==> src/rtl/wave_ram_seq.sv <==
// wave_ram_seq: wave-pattern RAM with a period-timed playback sequencer.
// Gives CPU access while playing, with DMG (fetch-window only) or CGB (always) access rules.
module wave_ram_seq #(
   parameter int ADDR_W   = 4,
   parameter int SAMPLE_W = 4,
   parameter int PERIOD_W = 11,
   parameter int CGB_MODE = 0,
   localparam int SPB     = 8 / SAMPLE_W,
   localparam int LS      = $clog2(SPB),
   localparam int POS_W   = ADDR_W + LS
) (
   input  logic                clk,
   input  logic                n_reset,
   input  logic                ce,
   input  logic                trig,
   input  logic                stop,
   input  logic [PERIOD_W-1:0] period,
   input  logic [ADDR_W-1:0]   cpu_addr,
   input  logic [7:0]          cpu_wdata,
   input  logic                cpu_we,
   input  logic                cpu_re,
   output logic [7:0]          cpu_rdata,
   output logic                active,
   output logic [POS_W-1:0]    pos,
   output logic [SAMPLE_W-1:0] sample,
   output logic                fetch
);
   logic [7:0]          mem [2**ADDR_W];
   logic [7:0]          buffer;
   logic [PERIOD_W-1:0] timer;
   logic [POS_W-1:0]    pos_nx, sel;
   logic [ADDR_W-1:0]   cpu_byte, nx_byte;
   logic                tick, access_ok, boundary;

   assign tick      = ce & active;
   assign pos_nx    = pos + 1'b1;
   assign nx_byte   = ADDR_W'(pos_nx >> LS);
   assign boundary  = (pos_nx & POS_W'(SPB - 1)) == '0;
   // While playing, the CPU only ever sees the byte the sequencer is on.
   assign cpu_byte  = active ? ADDR_W'(pos >> LS) : cpu_addr;
   assign access_ok = !active || (CGB_MODE != 0) || fetch;
   assign sel       = pos & POS_W'(SPB - 1);
   assign sample    = SAMPLE_W'(buffer >> (SAMPLE_W * (SPB - 1 - int'(sel))));

   always_ff @(posedge clk or negedge n_reset) begin
      if (!n_reset) begin
         active    <= 1'b0;
         pos       <= '0;
         timer     <= '0;
         buffer    <= '0;
         fetch     <= 1'b0;
         cpu_rdata <= '0;
      end else begin
         fetch <= 1'b0;
         if (trig) begin
            active <= 1'b1;
            pos    <= '0;
            timer  <= period;
         end else if (stop) begin
            active <= 1'b0;
         end else if (tick) begin
            if (&timer) begin
               timer  <= period;
               pos    <= pos_nx;
               buffer <= mem[nx_byte];
               fetch  <= boundary;
            end else begin
               timer <= timer + 1'b1;
            end
         end
         if (cpu_re) cpu_rdata <= access_ok ? mem[cpu_byte] : 8'hFF;
      end
   end

   always_ff @(posedge clk) begin
      if (cpu_we && access_ok) mem[cpu_byte] <= cpu_wdata;
   end
endmodule
==> config.mk <==
export PLATFORM = sky130hd
export DESIGN_NAME = wave_ram_seq
export DESIGN_NICKNAME = d
export VERILOG_FILES = /design/src/rtl/wave_ram_seq.sv
export SDC_FILE = /design/constraint.sdc
export NUM_CORES = 1
export LEC_CHECK = 0
export ABC_AREA = 1
export BUFFER_PORTS_ARGS = -buffer_cell sky130_fd_sc_hd__buf_2
export CORE_MARGIN = 3
export CORE_UTILIZATION = 50
export CTS_BUF_LIST = sky130_fd_sc_hd__clkbuf_4 sky130_fd_sc_hd__clkbuf_8
export CTS_CLUSTER_DIAMETER = 150
export DETAILED_ROUTE_END_ITERATION = 16
export PLACE_DENSITY = 0.67
export SLEW_MARGIN = 20
export SYNTH_ARGS = -nofsm -noshare
export SYNTH_HDL_FRONTEND = slang
export SYNTH_SLANG_ARGS = --single-unit
==> constraint.sdc <==
create_clock -name clk -period 2.4 [get_ports clk]
set_input_delay 0.12 -clock clk [delete_from_list [all_inputs] [get_ports clk]]
set_output_delay 0.12 -clock clk [all_outputs]
set_load 0.01 [all_outputs]
* After elaboration in Yosys (flattened, before gate mapping)
Memory sizes are Yosys's and may differ from the RTL's. A register that Yosys moved wholly into a read port is not among the register bits. Cells that the tools add are included.
Storage, ports and cells: flip-flop bits (word level) 26, RAM bits 128, output and inout bits 19, word-level logic and storage cells 44, memories 1
Memory list:
- mem | words 16, bits a word 8, rd ports 2, clocked after Yosys merged registers in 1, wr ports 1, line 28 | logic [7:0] mem [2**ADDR_W];
Operators by class: add/sub/neg operators 3, equal/unequal tests 1, shift-type cells 1, mux-type cells 18, bitwise operators 3, reductions and logical operators 12
Operators with widths (number):
- $mux W11 | 4
- $shr A8 B32 Y4 | 1
- $mux W5 | 4
- $reduce_and A14 Y1 | 1
- $add A11 B1 Y11 const B | 1
- $reduce_and A11 Y1 | 1
- $mux W1 | 8
- $mux W8 | 1
- $reduce_bool A2 Y1 | 3
- $add A5 B1 Y5 const B | 1
- $logic_not A5 Y1 | 1
- $mux W4 | 1
- $reduce_and A3 Y1 | 1
- $logic_not A1 Y1 | 2
- $ne A2 B2 Y1 const B | 1
- $not A1 Y1 | 2
- $reduce_and A2 Y1 | 1
- $sub A1 B1 Y2 const A | 1
- $and A1 B1 Y1 | 1
- $logic_and A1 B1 Y1 | 1
- $logic_or A1 B1 Y1 | 1

* Logic depth before layout (Yosys ltp)
word-level depth 6, gate-level depth with buffers 14, gate-level depth less buffers 11

* Worst setup path before layout
Ideal clock, no wire load.
path kind register to register, start point reg active, end point mem mem[10][0] (enable), setup time 0.370 ns, arrival 1.747 ns, required time 2.030 ns, setup slack 0.283 ns, stages on the path, launching flop included 8, period minus slack after synthesis 2.117 ns, cell sequence dfrtp_1 > buf_4 > inv_2 > nand2_1 > nand2_1 > clkbuf_1 > nand3_1 > nor2_1
Between the ends: cells in the longest elaborated chain, start to end 5
RTL lines:
- start, declared | line 23 | output logic active,
- start signal, assigned | line 47 | active <= 1'b0;
- start signal, assigned | line 56 | active <= 1'b1;
- start signal, assigned | line 60 | active <= 1'b0;
- $logic_not A1 Y1 | line 41 | assign access_ok = !active || (CGB_MODE != 0) || fetch;
- $logic_or A1 B1 Y1 | line 41
- $logic_and A1 B1 Y1 | line 76 | if (cpu_we && access_ok) mem[cpu_byte] <= cpu_wdata;
- $mux W1 | line 76
- $mux W1 (implied by the code) | line 76
- end, declared | line 28
Parallel ways exist; a longest one is shown, timed or not.

* Worst setup path in the final report
start point reg active, end point mem mem[3][7] (enable)
Same word-level chain as after synthesis.

==> impl_metrics.py <==
metrics = {
    "cells_and_area": {
        "area.sequential_sq_mm": 0.004695,
        "multi_input_area_sq_mm": 0.003421,
        "diodes": 0,
        "post-route-cell-area_sq_mm": 0.009744,
        "fin_nets": 1200,
        "fillers": 1486,
        "layout_common_cells": "nand2_1, edfxtp_1, nand3_1",
        "layout-drive-gt1-share_pct": 12.11,
        "layout_commonest_cell": "nand2_1",
        "syn_to_final_growth_pct": 14.09,
        "finalNonFillerCells": 1401,
    },
    "pwr": {
        "ir_drop_uv": 377.1,
        "powerDensity_mw_per_mm2": 568.6,
        "fin_total_pwr_uw": 5541,
        "leakagePower_uw": 0.004433,
    },
    "sta": {
        "rsz0062_at_grt": "false",
        "period_minus_slack_ns": 2.206,
        "tns_ns": 0,
        "slew_violations": 0,
        "finalHoldViolCount": 0,
        "max_clock_freq_mhz": 453.4,
        "slew-limit-headroom_pct": 42.90,
        "tightest_slew_ns": 0.8565,
        "fin_ws_ns": 0.1944,
        "setup_violations": 0,
        "period_share_pct": 91.90,
        "finalClockSkew_ns": 0.01325,
    },
    "die": {
        "io_pins": 49,
        "rows": 47,
        "core-area_sq_mm": 0.01664,
        "initial_core_util_pct": 51.32,
        "die_x_um": 136.7,
        "fp.dieArea_sq_mm": 0.01869,
        "die_y_um": 136.7,
    },
    "job": {
        "maxCapViolations": 0,
    },
    "worst_setup_path": {
        "critPathBufInv": 3,
        "critPathSlowestCell": "o21ai_0",
        "cp_cell_sequence": "o21ai_0, inv_1, nor2_2, inv_1, nor2_1, buf_4",
        "arrival_ns": 2.40,
        "cp_max_fo": 9,
        "cpPeakStageDelay_ns": 0.58,
        "required_ns": 2.59,
        "critPathCaptureType": "register",
        "start_kind": "register",
        "crit_top_cell": "inv_1",
        "critPathKind": "register to register",
        "path_delay_family": "compound AO/OA/AOI/OAI gates",
    },
    "routing": {
        "drtIter0Drc": 785,
        "vias_per_cell": 5.444,
        "wl_per_cell_um": 18.05,
        "antenna_left": 0,
        "routed_wl_mm": 25.29,
        "vias": 7627,
        "route.detailed.drc": 0,
        "drt-pass1-iter-count": 6,
    },
    "run_status": {
        "status": "complete, no violations",
    },
    "grt": {
        "overflow": 0,
        "grt.total_usage_pct": 28.19,
        "grt_pass1_wl_mm": 39.17,
        "antenna_found_initial": 0,
        "grt_max_degree": 58,
        "grt_pass1_vias": 6964,
    },
    "placed_design": {
        "place_congestion": 0.9859,
        "dpl.hpwl_mm": 17.33,
        "post-place-ws_ns": 0.2600,
        "dp.cells": 1353,
        "place_area_sq_mm": 0.009219,
        "port-buffer-count": 48,
    },
    "clocking": {
        "cts.path.max_buffers": 2,
        "cts_tree": "yes",
        "cts.sinks": 162,
        "htree_num_levels": 4,
        "cts.clk_slew.worst_paths_ns": 0.08,
        "clock_latency_ns": 0.48,
        "cts-buffers-inserted": 17,
        "clk_root_buffer_cell": "clkbuf_8",
    },
    "worst_hold_path": {
        "hp-class": "input pin to register",
    },
    "synth": {
        "syn_area_per_cell_sq_um": 7.872,
        "synthSimpleGateAreaFrac_pct": 35.66,
        "post-synth-top-area-fraction_pct": 45.00,
        "synth_adder_area_share_pct": 0.2930,
        "synth_top_family_by_area": "simple AND/OR/NAND/NOR gates",
        "netlist_area_sq_mm": 0.008541,
        "async_flop_share_pct": 20.99,
        "synth.distinct_cells": 26,
        "mappedNetlistNets": 1117,
        "synth-main-ff-cell": "edfxtp_1",
        "yosys-top-cells-area": "edfxtp_1, nand2_1, dfrtp_1, nand3_1, nor2_1",
        "synthCells": 1085,
        "ys_seq_area_share_pct": 54.97,
        "yosys.area.top_type": "edfxtp_1",
        "synth_compound_area_share_pct": 2.769,
        "synth_xor_area_share_pct": 1.187,
        "synthMuxAreaShare_pct": 0,
        "yosysWarnings": 0,
        "synth-seq-cells": 162,
        "synth_edf_count": 128,
    },
}
==> cell families after synthesis <==
kind of cell,Yosys count
and+or+nand+nor,763
DFF,162
buffers and inverters,103
AOI/OAI and AO/OA,46
xor gates and xnor gates,9
adders and majority gates,2
==> metal layers <==
| layer | wire [um] | part of all wire (%) | vias to the layer above | track usage, % |
|---|---|---|---|---|
| met5 | 0 | 0 | - | 0 |
| met4 | 811 | 3.2 | 0 | 9.518 |
| met3 | 2217 | 8.8 | 61 | 6.507 |
| met2 | 11640 | 46 | 370 | 43.59 |
| met1 | 10620 | 42 | 3545 | 39.38 |
| li1 | - | - | 3651 | - |
==> Yosys cell counts (all sizes together), types with 8 or more instances <==
master and number:
o21ai 41, xor2 8, buf 24, nand2 581, edfxtp 128, dfrtp 34
inv 53, nand3 123, nor2 56, clkbuf 25
==> registers in the layout (all words and copies together), names as in the netlist <==
register	flops
pos	5
fetch	1
active	1
buffer	8
timer	11
mem	128
cpu_rdata	8
==> power by group <==
group | switching, uW | internal [uW] | leakage, uW
registers | 49.6 | 3080 | 0.00157
clock network | 1040 | 820 | 0.000171
logic | 365 | 183 | 0.00269
==> metrics by stage <==
step           utilization [%]  hold slack (ns)
3_5_place_dp             55.39           0.2560
3_3_place_gp             55.39           0.2587
2_1_floorplan                -          -0.1756
6_report                 58.55          0.02907
4_1_cts                  58.51          0.01153
5_1_grt                  58.55          0.03304
==> worst min-delay path: stages <==
cell    delay (ns)
buf_2         0.18
nor2_1        0.12
nor2_1        0.05
==> repair_timing <==
| action | in CTS | in global routing |
|---|---|---|
| endpoints found under the setup margin | 0 | 1 |
| endpoints found under the hold margin | 46 | 0 |
| buffers inserted | 0 | 0 |
| gates resized for setup | 0 | 2 |
| hold buffers | 16 | 0 |
==> path summary, 6_finish.rpt <==
kind / startpoint / endpoint / slack (ns) / cells after the start
setup / recovery: active$_DFFE_PN0P_ / mem[3][7]$_DFFE_PP_ / 0.19 / 6
hold / removal: cpu_re / cpu_rdata[5]$_DFFE_PN0P_ / 0.03 / 3
setup reg to reg: active$_DFFE_PN0P_ / mem[3][7]$_DFFE_PP_ / 0.19 / 6
hold reg to reg: buffer[0]$_DFFE_PN0P_ / buffer[0]$_DFFE_PN0P_ / 0.50 / 2
max in group asynchronous: n_reset / cpu_rdata[2]$_DFFE_PN0P_ / 1.57 / 2
min in group asynchronous: n_reset / cpu_rdata[1]$_DFFE_PN0P_ / 0.29 / 2
==> cell type report <==
cell class	count	share of cell area, %
multi-input combinational	820	35.11
clock inverter	14	1.194
inverter	54	2.080
clock buffer	18	2.478
timing repair buffer	113	8.141
tap	220	2.825
sequential	162	48.18
(Power assumes the default switching activity.)
